[config.mk]
export PLATFORM = sky130hd
export DESIGN_NAME = eim_mini_master
export DESIGN_NICKNAME = d
export VERILOG_FILES = /design/src/rtl/eim_mini_master.sv
export SDC_FILE = /design/constraint.sdc
export NUM_CORES = 1
export LEC_CHECK = 0
export CORE_MARGIN = 2
export CORE_UTILIZATION = 53
export CTS_CLUSTER_DIAMETER = 150
export DETAILED_ROUTE_END_ITERATION = 12
export PLACE_DENSITY = 0.84
export SYNTH_ARGS = -nofsm -noshare
export SYNTH_HDL_FRONTEND = slang
export SYNTH_SLANG_ARGS = --single-unit
export TNS_END_PERCENT = 10
[constraint.sdc]
create_clock -name clk -period 2.53 [get_ports clk]
set_input_delay 0.6325 -clock clk [delete_from_list [all_inputs] [get_ports clk]]
set_output_delay 0.6325 -clock clk [all_outputs]
set_load 0.02 [all_outputs]
[src/rtl/eim_mini_master.sv]
// EIM initiator: one valid/ready request becomes one 8-bit multiplexed address/data
// EIM cycle (ADDR, GAP, DATA, HOLD). Optional responder wait-stretch: define EIM_WAIT_EN.
module eim_mini_master #(
  parameter int PHASE_CYCLES = 4,
  parameter int WAIT_TIMEOUT = 255
) (
  input  logic       clk,
  input  logic       rst_n,
  input  logic       req_valid,
  output logic       req_ready,
  input  logic       req_write,
  input  logic [7:0] req_addr,
  input  logic [7:0] req_wdata,
  output logic       rsp_valid,
  output logic [7:0] rsp_rdata,
  output logic       rsp_err,
  output logic       eim_bclk,
  output logic       eim_cs0_n,
  output logic       eim_lba_n,
  output logic       eim_wr_n,
  output logic       eim_oe_n,
  input  logic       eim_wait_n,
  output logic [7:0] eim_da_out,
  output logic       eim_da_oe,
  input  logic [7:0] eim_da_in
);

  if (PHASE_CYCLES < 2 || PHASE_CYCLES > 255) begin : g_bad_phase
    $error("eim_mini_master: PHASE_CYCLES must be 2..255");
  end
  if (WAIT_TIMEOUT < 1 || WAIT_TIMEOUT > 255) begin : g_bad_timeout
    $error("eim_mini_master: WAIT_TIMEOUT must be 1..255");
  end

  typedef enum logic [2:0] {
    IDLE,
    ADDR,
    GAP,
    DATA,
    HOLD
  } state_t;

  localparam logic [7:0] LAST = 8'(PHASE_CYCLES - 1);

  state_t     state, state_nxt;
  logic [7:0] cnt, cnt_nxt;

  logic       lat_write;
  logic [7:0] lat_addr, lat_wdata;

  logic       accept;
  logic       frozen;
  logic       timeout_hit;
  logic       timed_out;
  logic       phase_end;
  logic       hold_done;

  // Transaction fields as seen by the output decode: live request on the accept edge.
  logic       t_write;
  logic [7:0] t_addr, t_wdata;

  logic       cs0_n_nxt, lba_n_nxt, wr_n_nxt, oe_n_nxt, da_oe_nxt;
  logic [7:0] da_out_nxt;

  assign accept    = req_valid && req_ready;
  assign phase_end = (cnt == LAST) && !frozen;
  assign hold_done = (state == HOLD) && (cnt == LAST);

`ifdef EIM_WAIT_EN
  localparam int WW = $clog2(WAIT_TIMEOUT + 1);

  logic [WW-1:0] wait_cnt;
  logic          to_flag;

  // The responder is clk-synchronous, so eim_wait_n is used without a synchronizer.
  assign frozen      = (state == DATA) && !eim_wait_n;
  assign timeout_hit = frozen && (wait_cnt == WW'(WAIT_TIMEOUT - 1));
  assign timed_out   = to_flag;

  always_ff @(posedge clk) begin
    if (!rst_n) begin
      wait_cnt <= '0;
      to_flag  <= 1'b0;
    end else if (accept) begin
      wait_cnt <= '0;
      to_flag  <= 1'b0;
    end else if (frozen) begin
      wait_cnt <= wait_cnt + WW'(1);
      if (timeout_hit) to_flag <= 1'b1;
    end
  end
`else
  logic unused_wait;
  assign unused_wait = eim_wait_n;
  assign frozen      = 1'b0;
  assign timeout_hit = 1'b0;
  assign timed_out   = 1'b0;
`endif

  // NOTE: sequential state uses non-blocking assignments so every register samples
  // pre-edge values; blocking here would create order-dependent simulation races.
  always_ff @(posedge clk) begin
    if (!rst_n) begin
      state <= IDLE;
      cnt   <= '0;
    end else begin
      state <= state_nxt;
      cnt   <= cnt_nxt;
    end
  end

  always_ff @(posedge clk) begin
    if (!rst_n) begin
      lat_write <= 1'b0;
      lat_addr  <= '0;
      lat_wdata <= '0;
    end else if (accept) begin
      lat_write <= req_write;
      lat_addr  <= req_addr;
      lat_wdata <= req_wdata;
    end
  end

  always_comb begin
    // NOTE: defaults first so every path assigns every signal; otherwise a latch is inferred.
    state_nxt = state;
    cnt_nxt   = cnt;
    unique case (state)
      IDLE: begin
        cnt_nxt = '0;
        if (accept) state_nxt = ADDR;
      end
      ADDR, GAP, HOLD: begin
        if (cnt == LAST) begin
          cnt_nxt = '0;
          unique case (state)
            ADDR:    state_nxt = GAP;
            GAP:     state_nxt = DATA;
            default: state_nxt = IDLE;
          endcase
        end else begin
          cnt_nxt = cnt + 8'd1;
        end
      end
      DATA: begin
        if (timeout_hit || phase_end) begin
          state_nxt = HOLD;
          cnt_nxt   = '0;
        end else if (!frozen) begin
          cnt_nxt = cnt + 8'd1;
        end
      end
      default: begin
        state_nxt = IDLE;
        cnt_nxt   = '0;
      end
    endcase

    t_write = (state == IDLE) ? req_write : lat_write;
    t_addr  = (state == IDLE) ? req_addr  : lat_addr;
    t_wdata = (state == IDLE) ? req_wdata : lat_wdata;

    cs0_n_nxt  = 1'b1;
    lba_n_nxt  = 1'b1;
    wr_n_nxt   = 1'b1;
    oe_n_nxt   = 1'b1;
    da_oe_nxt  = 1'b0;
    da_out_nxt = '0;
    unique case (state_nxt)
      IDLE: ;
      ADDR: begin
        cs0_n_nxt  = 1'b0;
        lba_n_nxt  = 1'b0;
        da_oe_nxt  = 1'b1;
        da_out_nxt = t_addr;
      end
      GAP, HOLD: begin
        cs0_n_nxt = 1'b0;
        if (t_write) begin
          da_oe_nxt  = 1'b1;
          da_out_nxt = t_wdata;
        end
      end
      DATA: begin
        cs0_n_nxt = 1'b0;
        if (t_write) begin
          wr_n_nxt   = 1'b0;
          da_oe_nxt  = 1'b1;
          da_out_nxt = t_wdata;
        end else begin
          oe_n_nxt = 1'b0;
        end
      end
      default: ;
    endcase
  end

  // Pins are registered from the next-state decode so they change exactly on phase edges.
  always_ff @(posedge clk) begin
    if (!rst_n) begin
      req_ready  <= 1'b1;
      eim_cs0_n  <= 1'b1;
      eim_lba_n  <= 1'b1;
      eim_wr_n   <= 1'b1;
      eim_oe_n   <= 1'b1;
      eim_bclk   <= 1'b0;
      eim_da_oe  <= 1'b0;
      eim_da_out <= '0;
    end else begin
      req_ready  <= (state_nxt == IDLE);
      eim_cs0_n  <= cs0_n_nxt;
      eim_lba_n  <= lba_n_nxt;
      eim_wr_n   <= wr_n_nxt;
      eim_oe_n   <= oe_n_nxt;
      eim_bclk   <= (state_nxt == IDLE) ? 1'b0 : ~eim_bclk;
      eim_da_oe  <= da_oe_nxt;
      eim_da_out <= da_out_nxt;
    end
  end

  always_ff @(posedge clk) begin
    if (!rst_n) begin
      rsp_valid <= 1'b0;
      rsp_err   <= 1'b0;
      rsp_rdata <= '0;
    end else begin
      rsp_valid <= hold_done;
      rsp_err   <= hold_done && timed_out;
      // Sampled while oe_n is still low; a timed-out read reports all-ones instead.
      if (state == DATA && !lat_write) begin
        if (timeout_hit)    rsp_rdata <= 8'hFF;
        else if (phase_end) rsp_rdata <= eim_da_in;
      end
    end
  end

endmodule

==> results of run 1 <==
==> flip-flops by register name, summed over array words and instances (netlist names) <==
signal      flops
lat_wdata       8
eim_da_oe       1
eim_oe_n        1
lat_write       1
state           3
lat_addr        8
rsp_rdata       8
eim_cs0_n       1
eim_lba_n       1
rsp_valid       1
eim_bclk        1
eim_da_out      8
eim_wr_n        1
cnt             8
req_ready       1
==> cells by family after synthesis <==
| kind of cell | Yosys count |
|---|---|
| buffers and inverters | 16 |
| other | 1 |
| DFF | 52 |
| muxes | 25 |
| xor gates and xnor gates | 8 |
| AOI/OAI and AO/OA | 37 |
| adders and majority gates | 1 |
| and+or+nand+nor | 92 |
==> metal layers <==
layer  vias up  GRT usage  part of all wire
met4         0     0.0833             0.019
li1        887          -                 -
met1       836      0.271              0.44
met5         -          0                 0
met3        10     0.0606             0.050
met2        47      0.324              0.49
==> through the flow <==
| step | setup WS, ns | std cells |
|---|---|---|
| global placement | 0.269 | 328 |
| global route | 0.377 | 336 |
| detailed placement | 0.212 | 328 |
| floorplan | 0.825 | 232 |
| finish | 0.524 | 336 |
| CTS | 0.483 | 336 |
==> cell usage after synthesis (3+ instances only) <==
| cell | instances | area share |
|---|---|---|
| a21oi_1 | 4 | 0.0086 |
| buf_2 | 3 | 0.0065 |
| xor2_1 | 4 | 0.015 |
| nor2b_1 | 8 | 0.022 |
| nor2_1 | 13 | 0.021 |
| a21boi_0 | 16 | 0.052 |
| o41ai_2 | 8 | 0.056 |
| clkbuf_1 | 6 | 0.0097 |
| xnor2_1 | 4 | 0.015 |
| mux2_2 | 8 | 0.039 |
| nand2_1 | 50 | 0.081 |
| dfxtp_1 | 52 | 0.45 |
| mux2i_1 | 17 | 0.073 |
| buf_4 | 4 | 0.013 |
| nand3_1 | 3 | 0.0065 |
==> report_power, final <==
group / total (uW) / switching [uW] / internal, uW / leakage, uW
sequential: 874 / 19.7 / 854 / 0.000424
combinational: 270 / 134 / 136 / 0.000704
clock: 485 / 261 / 224 / 0.0000455
total: 1630 / 415 / 1210 / 0.00117
==> area by class of cell <==
| cell class | count | share of cell area |
|---|---|---|
| multi-input combinational | 164 | 0.403 |
| tap | 52 | 0.0220 |
| inverter | 2 | 0.00254 |
| clock buffer | 8 | 0.0304 |
| timing repair buffer | 58 | 0.190 |
| sequential | 52 | 0.352 |
==> path summary, 6_finish.rpt <==
check	startpoint	end	slack, ns	cells after the start
worst max register to register	cnt[0]	eim_da_out[1]	0.52	5
worst max-delay path	rst_n	eim_da_out[1]	0.52	4
worst min register to register	eim_bclk	eim_bclk	0.42	1
worst min-delay path	eim_bclk	eim_bclk	0.42	1
==> reports/qor.txt, run 1 <==
Worst-case vdd ir drop -> 0.268 mV
GRT Overall Usage -> 0.208
Nets -> 313
Area Overhead vs Synth -> 27.6%
Clk Latency, worst-skew pair -> 0.31 ns
Critical path required time -> 2.74 ns
Buf/Inv on CP -> 2
Flops & latches, synth -> 52
Syn Std Cell Area -> 2320 um^2
Final hold vios -> 0
CTS Buf Count -> 5
Compound-Gate Fraction of Synth Area -> 0.159
DR iter-0 viols -> 99
Most common cell after layout, fill and taps aside -> dfxtp_1
Post-synthesis mux area share -> 0.112
Vias in the first global route -> 1754
LEAKAGE -> 0.00117 uW
Die area -> 4920 um^2
Setup Viol. Count Final -> 0
Design Area, Final -> 2960 um^2
Peak Freq -> 499 MHz
CTS tree -> yes
Via density -> 5.30
# H-tree levels -> 2
Slowest-stage cell, CP -> clkdlybuf4s50_1
Fin Setup TNS -> 0 ns
Clk sink count -> 52
Final Max Tran Viols -> 0
# Post-CTS Setup Buffers -> 0
Initial antenna violation count -> 0
Share of cells above drive strength 1 -> 0.141
Normalized max-slew margin -> 0.496
Post-Synth Simple-Gate Area -> 0.206
Area taken by multi-input logic gates -> 1190 um^2
Post-synth EDFFs -> 0
Ant. Diodes -> 0
GPL Wtd Cong -> 0.831
Root buffer cell -> clkbuf_8
Layout Utilization -> 0.689
Pin count of the biggest net entering global routing -> 32
Drt wl/cell -> 14.5 um
PwrDens -> 551 nW/um^2
First-pass GRT wire length -> 8140 um
Adder-Cell Fraction of Synth Area -> 0.00539
Crit path time final -> 2.01 ns
Syn avg cell area -> 10.0 um^2
Post-synth cell types -> 42
DRT antenna net count -> 0
Mapped Nets -> 262
Post_cts resized -> 0
Worst path arrival time -> 2.22 ns
Worst stage delay on the critical path -> 0.48 ns
Register Area -> 1040 um^2
Port Buffers -> 51
Clock transition at path regs -> 0.09 ns
Unrepaired setup endpoints after global routing -> no
Worst setup EP type -> flip-flop
Final setup skew -> 0.0104 ns
CP top delay family -> compound AO/OA/AOI/OAI gates
Status -> finished clean
MaxCap Viol Count -> 0
Power, Total -> 1630 uW
Worst Hold Class -> reg -> reg
Critical-path cell list -> clkdlybuf4s50_1 -> buf_4 -> a31oi_2 -> o41ai_2
Starting density of the core -> 0.540
DIE HEIGHT -> 70.2 um
Fill cells -> 355
Core area -> 4290 um^2
Clock tree buffer depth -> 2
Critical Path Source Type -> input port
Worst slew pin tran -> 0.754 ns
Predominant post-synthesis flop cell -> dfxtp_1
Largest family of logic cells by synthesized area -> simple AND/OR/NAND/NOR gates
Dpl cell area -> 2870 um^2
Cells after Synth -> 232
IO Pins -> 54
Vias post-DR -> 1780
Commonest cells after routing, fill and taps aside -> dfxtp_1 (52), clkdlybuf4s50_1 (51), nand2_1 (50), mux2i_1 (17), a21boi_0 (16)
Period utilization -> 0.793
Kind of critical path -> in -> reg
Rows -> 24
Hold buffers post-CTS -> 0
Critical path fanouts, max -> 31
Min Hold Slack -> 0.423 ns
Total number of yosys warnings -> 0
Post-synthesis sequential area ratio -> 0.449
Grt ovf -> 0
Xor/xnor share of the synthesized area -> 0.0302
Die Wd -> 70.2 um
Hpwl dp -> 3370 um
Asr flop ratio synth -> 0
DRC Markers -> 0
First-pass DRT Iterations -> 4
Total wire length -> 4870 um
Note: power is estimated with default switching activity, not from simulation.
==> run 2, diff against run 1 <==
- CORE_UTILIZATION: 53 -> 45
- PLACE_DENSITY: 0.84 -> 0.76
- clock period: 2.53 -> 1.7 ns (I/O delays scaled with it)
==> run 2 against run 1 <==
Compared with the run above:
- register-to-register slack got worse by 0.48 ns
- highest routed layer unchanged
- clock power up 49%
- largest power group unchanged
- flip-flop and latch count stayed put
- sequential share of layout area down 2.6 points
- total power up 52%
==> reports/qor.txt, run 2 (synthesis gave the netlist of run 1 again) <==
Status -> finished clean
Vias post-DR -> 1796 (+0.90%)
DRT antenna net count -> 0 (unchanged)
Worst setup startpoint -> eim_da_out[4]
IO Pins -> 54 (unchanged)
Reg-to-Reg Start -> cnt[1]
Critical-path cell list -> clkdlybuf4s50_1
Clk sink count -> 52 (unchanged)
First-pass DRT Iterations -> 6 (+2)
Port Buffers -> 51 (unchanged)
WP depth -> 1 (-3)
Root buffer cell -> clkbuf_8
Die area -> 5740 um^2 (+17%)
Worst stage delay on the critical path -> 0.60 ns (+0.12 ns)
Critical path fanouts, max -> 1 (-97%)
Clock tree buffer depth -> 2 (unchanged)
Kind of critical path -> reg -> out
Peak Freq -> 598 MHz
Drt wl/cell -> 13.0 um (-10%)
MaxCap Viol Count -> 0 (unchanged)
Worst-case vdd ir drop -> 0.448 mV (+67%)
PwrDens -> 772 nW/um^2 (+40%)
Hpwl dp -> 3420 um (+1.3%)
Buf/Inv on CP -> 1 (-1)
Final hold vios -> 0 (unchanged)
Critical path required time -> 1.27 ns (-1.47 ns)
Worst Hold Class -> reg -> reg
Critical Path Source Type -> flip-flop
Slowest-stage cell, CP -> clkdlybuf4s50_1
Final setup skew -> 0.00540 ns (-0.00500 ns)
# H-tree levels -> 2 (unchanged)
Worst path arrival time -> 1.25 ns (-0.97 ns)
Design Area, Final -> 3210 um^2 (+8.4%)
Hold path start -> eim_bclk
Starting density of the core -> 0.460 (-0.0802)
Hold Path Depth -> 1 (unchanged)
Clk Latency, worst-skew pair -> 0.31 ns (about the same)
Die Wd -> 75.8 um (+8.0%)
Most common cell after layout, fill and taps aside -> nand2_1
CTS tree -> yes
Core area -> 5040 um^2 (+17%)
Clock transition at path regs -> 0.09 ns (about the same)
Grt ovf -> 0 (unchanged)
CTS Buf Count -> 5 (unchanged)
M3 GR Usage -> 0.0357 (-0.0249)
Unrepaired setup endpoints after global routing -> yes
Vias in the first global route -> 1553 (-11%)
Period utilization -> 0.984
Crit path time final -> 1.67 ns
GRT Overall Usage -> 0.169 (-0.0389)
Pin count of the biggest net entering global routing -> 18 (-44%)
Finished Layout Cells -> 369 (+9.8%)
DP Cell Count -> 360 (+9.8%)
Area Overhead vs Synth -> 38.2%
DIE HEIGHT -> 75.8 um (+8.0%)
R2R depth -> 5 (unchanged)
Final Max Tran Viols -> 0 (unchanged)
DR iter-0 viols -> 59 (-40%)
Place WS -> -0.247 ns (-0.460 ns)
DRC Markers -> 0 (unchanged)
Commonest cells after routing, fill and taps aside -> nand2_1 (50), dfxtp_1 (49), clkdlybuf4s50_1 (40), buf_4 (19), mux2i_1 (17)
First-pass GRT wire length -> 7260 um (-11%)
GPL Wtd Cong -> 0.820 (-1.3%)
Ant. Diodes -> 0 (unchanged)
Dpl cell area -> 3030 um^2 (+5.8%)
CP top delay family -> buffers and inverters
R2R Setup Slk -> 0.04 ns (-0.48 ns)
Fin Setup TNS -> 0 ns (unchanged)
Worst setup EP type -> primary output
Via density -> 4.87 (-8.1%)
Met2 Resource Use GR -> 0.268 (-0.0556)
Setup Viol. Count Final -> 0 (unchanged)
LEAKAGE -> 0.00143 uW (+22%)
Global route hottest layer -> met2
Crit path to -> eim_da_out[4]
Total wire length -> 4790 um (-1.5%)
Share of cells above drive strength 1 -> 0.207 (+0.0665)
Initial antenna violation count -> 0 (unchanged)
R2R Path End -> eim_oe_n
Final worst slack -> 0.0265 ns (-0.498 ns)
Met1 global-route usage -> 0.220 (-0.0512)
Rows -> 26 (+8.3%)
Power, Total -> 2480 uW (+52%)
Nets -> 328 (+4.8%)
==> run 2: layout make-up <==
cell class                 instances  area (um^2)
clock buffer                       8         90.1
inverter                           2         7.51
timing repair buffer              73          737
fill                             434         1840
multi-input combinational        164         1240
tap                               70         87.6
sequential                        52         1040
==> run 2: per-stage QoR <==
step	hold WS, ns	utilization
floorplan	0.418	-
global route	0.435	0.636
global placement	0.403	0.602
CTS	0.420	0.626
detailed placement	0.407	0.602
finish	0.408	0.636
==> run 2: where the power goes <==
part	switching (uW)	internal (uW)	total [uW]	leakage (uW)
clock	393	333	725	0.0000455
combinational	206	242	448	0.000957
sequential	31.1	1270	1300	0.000426
==> run 2: worst min path at each step <==
stage,to,slack [ns]
3_5_place_dp,eim_bclk,0.41
2_1_floorplan,cnt[0],0.42
6_report,eim_bclk,0.41
4_1_cts,eim_bclk,0.42
3_3_place_gp,eim_bclk,0.40
5_1_grt,eim_bclk,0.43
==> run 2: timing repair <==
action | in CTS | in global routing
buffers inserted | 0 | 1
resized for setup | 7 | 14
pin swaps | 0 | 5
setup endpoints to repair | 20 | 22
hold buffers | 0 | 0
==> run 2: worst reg2reg max path: stages (launching register included) <==
cell and delay, ns:
dfxtp_2 0.36, ha_4 0.14, nor4b_4 0.33, nand2_4 0.17
xor2_2 0.21, or3b_1 0.34
==> run 2: layer usage <==
| metal | wire length (um) | part of all wire |
|---|---|---|
| met5 | 0 | 0 |
| met4 | 95 | 0.020 |
| met3 | 191 | 0.040 |
| met2 | 2270 | 0.47 |
| met1 | 2230 | 0.47 |
==> run 3, diff against run 2 <==
- ABC_AREA: unset -> 1
- CORE_UTILIZATION: 45 -> 44
- PLACE_DENSITY: 0.76 -> 0.75
==> run 3 against run 2 <==
Compared with the run above:
- non-clock buffer count is 9 lower
- sequential share of layout area grew 2.9 points
- cell count is 14% higher
- critical path depth stayed put
- register-to-register slack improved by 0.12 ns
- flip-flop and latch count is the same
- largest cell class is now sequential cells
- highest routed layer unchanged
==> reports/qor.txt, run 3 <==
Place WS -> -0.0980 ns (+0.149 ns)
DRC Markers -> 0 (unchanged)
Starting density of the core -> 0.463 (+0.00296)
DIE HEIGHT -> 75.0 um (-1.1%)
Mapped Nets -> 329 (+26%)
LEAKAGE -> 0.00133 uW (-6.9%)
Worst setup startpoint -> rsp_rdata[1]
Ant. Diodes -> 0 (unchanged)
Final worst slack -> 0.0398 ns (+0.0133 ns)
Initial antenna violation count -> 0 (unchanged)
Asr flop ratio synth -> 0 (unchanged)
Die Wd -> 75.0 um (-1.1%)
Critical-path cell list -> clkdlybuf4s50_1
Kind of critical path -> reg -> out
Core area -> 4790 um^2 (-5.1%)
Root buffer cell -> clkbuf_8
First-pass GRT wire length -> 7790 um (+7.3%)
R2R depth -> 9 (+4)
DRT antenna net count -> 0 (unchanged)
Hold buffers post-CTS -> 0 (unchanged)
GPL Wtd Cong -> 0.861 (+5.0%)
Syn Std Cell Area -> 2220 um^2 (-4.5%)
Final Max Tran Viols -> 0 (unchanged)
CP top delay family -> buffers and inverters
Post-synth cell types -> 30 (-29%)
Buf/Inv on CP -> 1 (unchanged)
R2R Setup Slk -> 0.16 ns (+0.12 ns)
Rows -> 25 (-3.8%)
Die area -> 5620 um^2 (-2.2%)
MaxCap Viol Count -> 0 (unchanged)
Vias in the first global route -> 1931 (+24%)
Clock transition at path regs -> 0.09 ns (about the same)
Critical path fanouts, max -> 2 (+1)
Reg-to-Reg Start -> cnt[0]
Pin count of the biggest net entering global routing -> 33 (+15)
Clk Latency, worst-skew pair -> 0.30 ns (about the same)
Dominant cell by count in the synthesized netlist -> nand2_1
Critical path required time -> 1.27 ns (about the same)
Slowest-stage cell, CP -> clkdlybuf4s50_1
Drt wl/cell -> 10.9 um (-16%)
Nets -> 385 (+17%)
DR iter-0 viols -> 71 (+20%)
Worst stage delay on the critical path -> 0.60 ns (about the same)
Cells after Synth -> 299 (+29%)
Total number of yosys warnings -> 0 (unchanged)
Dpl cell area -> 2830 um^2 (-6.6%)
Total wire length -> 4580 um (-4.4%)
Final hold vios -> 0 (unchanged)
Predominant post-synthesis flop cell -> dfxtp_1
Syn avg cell area -> 7.41 um^2 (-26%)
Commonest cells in the netlist -> nand2_1 (68), dfxtp_1 (52), a21oi_1 (34), o21ai_0 (34), inv_1 (33)
Worst-case vdd ir drop -> 0.449 mV (+0.13%)
Setup Viol. Count Final -> 0 (unchanged)
Post-synthesis sequential area ratio -> 0.470 (+0.0210)
# H-tree levels -> 2 (unchanged)
GRT Overall Usage -> 0.176 (+0.00715)
WP depth -> 1 (unchanged)
CTS tree -> yes
CTS Buf Count -> 5 (unchanged)
Top-area cell type share of the netlist area -> 0.470 (+0.0210)
Unrepaired setup endpoints after global routing -> no
Via density -> 4.74 (-2.6%)
Worst setup EP type -> primary output
Clock tree buffer depth -> 2 (unchanged)
Share of cells above drive strength 1 -> 0.118 (-0.0890)
Peak Freq -> 602 MHz (+0.80%)
Vias post-DR -> 2000 (+11%)
Commonest cells after routing, fill and taps aside -> nand2_1 (68), dfxtp_1 (51), clkdlybuf4s50_1 (44), o21ai_0 (34), a21oi_1 (34)
Dominant cell type by area after synthesis -> dfxtp_1
Crit path time final -> 1.66 ns (-0.0133 ns)
Flops & latches, synth -> 52 (unchanged)
Most common cell after layout, fill and taps aside -> nand2_1
Worst path arrival time -> 1.24 ns (about the same)
IO Pins -> 54 (unchanged)
Most area-consuming cells after synthesis -> dfxtp_1 (47%), nand2_1 (12%), a21oi_1 (7.7%)
Worst Hold Class -> reg -> reg
Clk sink count -> 52 (unchanged)
PwrDens -> 798 nW/um^2 (+3.3%)
First-pass DRT Iterations -> 4 (-2)
Period utilization -> 0.977 (-0.00782)
Port Buffers -> 51 (unchanged)
Hpwl dp -> 3240 um (-5.1%)
Critical Path Source Type -> flip-flop
Crit path to -> rsp_rdata[1]
Design Area, Final -> 2940 um^2 (-8.3%)
Hold path start -> eim_bclk
Area Overhead vs Synth -> 32.6%
R2R Path End -> eim_da_out[5]
Grt ovf -> 0 (unchanged)
Post-synth EDFFs -> 0 (unchanged)
Final setup skew -> 0.00857 ns (+0.00318 ns)
Fin Setup TNS -> 0 ns (unchanged)
Status -> finished clean
## run 3: stage by stage
stage / cells / hold WS (ns) / utilization / total power, uW
4_1_cts: 422 / 0.426 / 0.608 / 2370
2_1_floorplan: 299 / 0.418 / - / 1550
3_5_place_dp: 415 / 0.406 / 0.592 / 1720
3_3_place_gp: 415 / 0.406 / 0.592 / 1710
6_report: 422 / 0.417 / 0.614 / 2340
5_1_grt: 422 / 0.451 / 0.614 / 2460
## run 3: layout make-up
class / count / area (um^2)
inverter: 40 / 151
tap: 67 / 83.8
sequential: 52 / 1040
timing repair buffer: 64 / 638
clock buffer: 6 / 72.6
clock inverter: 1 / 5.00
fill: 430 / 1850
multi-input combinational: 192 / 946
## run 3: repair_timing
action	in CTS	in global routing
gates resized for setup	0	11
setup endpoints to repair	0	19
buffers inserted	0	0
## run 3: worst min path at each step
stage / to / slack, ns / cells after the start
floorplan: cnt[0] / 0.42 / 1
global placement: eim_bclk / 0.41 / 1
detailed placement: eim_bclk / 0.41 / 1
CTS: eim_bclk / 0.43 / 1
global route: eim_bclk / 0.45 / 1
finish: eim_bclk / 0.42 / 1
## run 3: report_power, final
part           switching [uW]  internal [uW]  total (uW)
logic                     197            184         381
registers                28.1           1280        1310
clock network             374            281         654
total                     599           1750        2340
## run 3: layer usage
| metal | global-route usage | wire length, um | vias to the layer above |
|---|---|---|---|
| li1 | - | - | 1070 |
| met5 | 0 | 0 | - |
| met3 | 0.0335 | 238 | 4 |
| met1 | 0.210 | 2090 | 880 |
| met4 | 0.0635 | 25 | 0 |
| met2 | 0.315 | 2220 | 46 |
## run 3: cells by family (layout without fill, tap and decap cells)
family | Yosys count | after routing | synth area share
buffers and inverters | 55 | 111 | 0.108
AND/OR/NAND/NOR | 112 | 112 | 0.228
adder cells (fa/ha/maj) | 1 | 1 | 0.00565
AO/OA/AOI/OAI | 78 | 78 | 0.187
flip-flops | 52 | 52 | 0.470
other | 1 | 1 | 0.00169
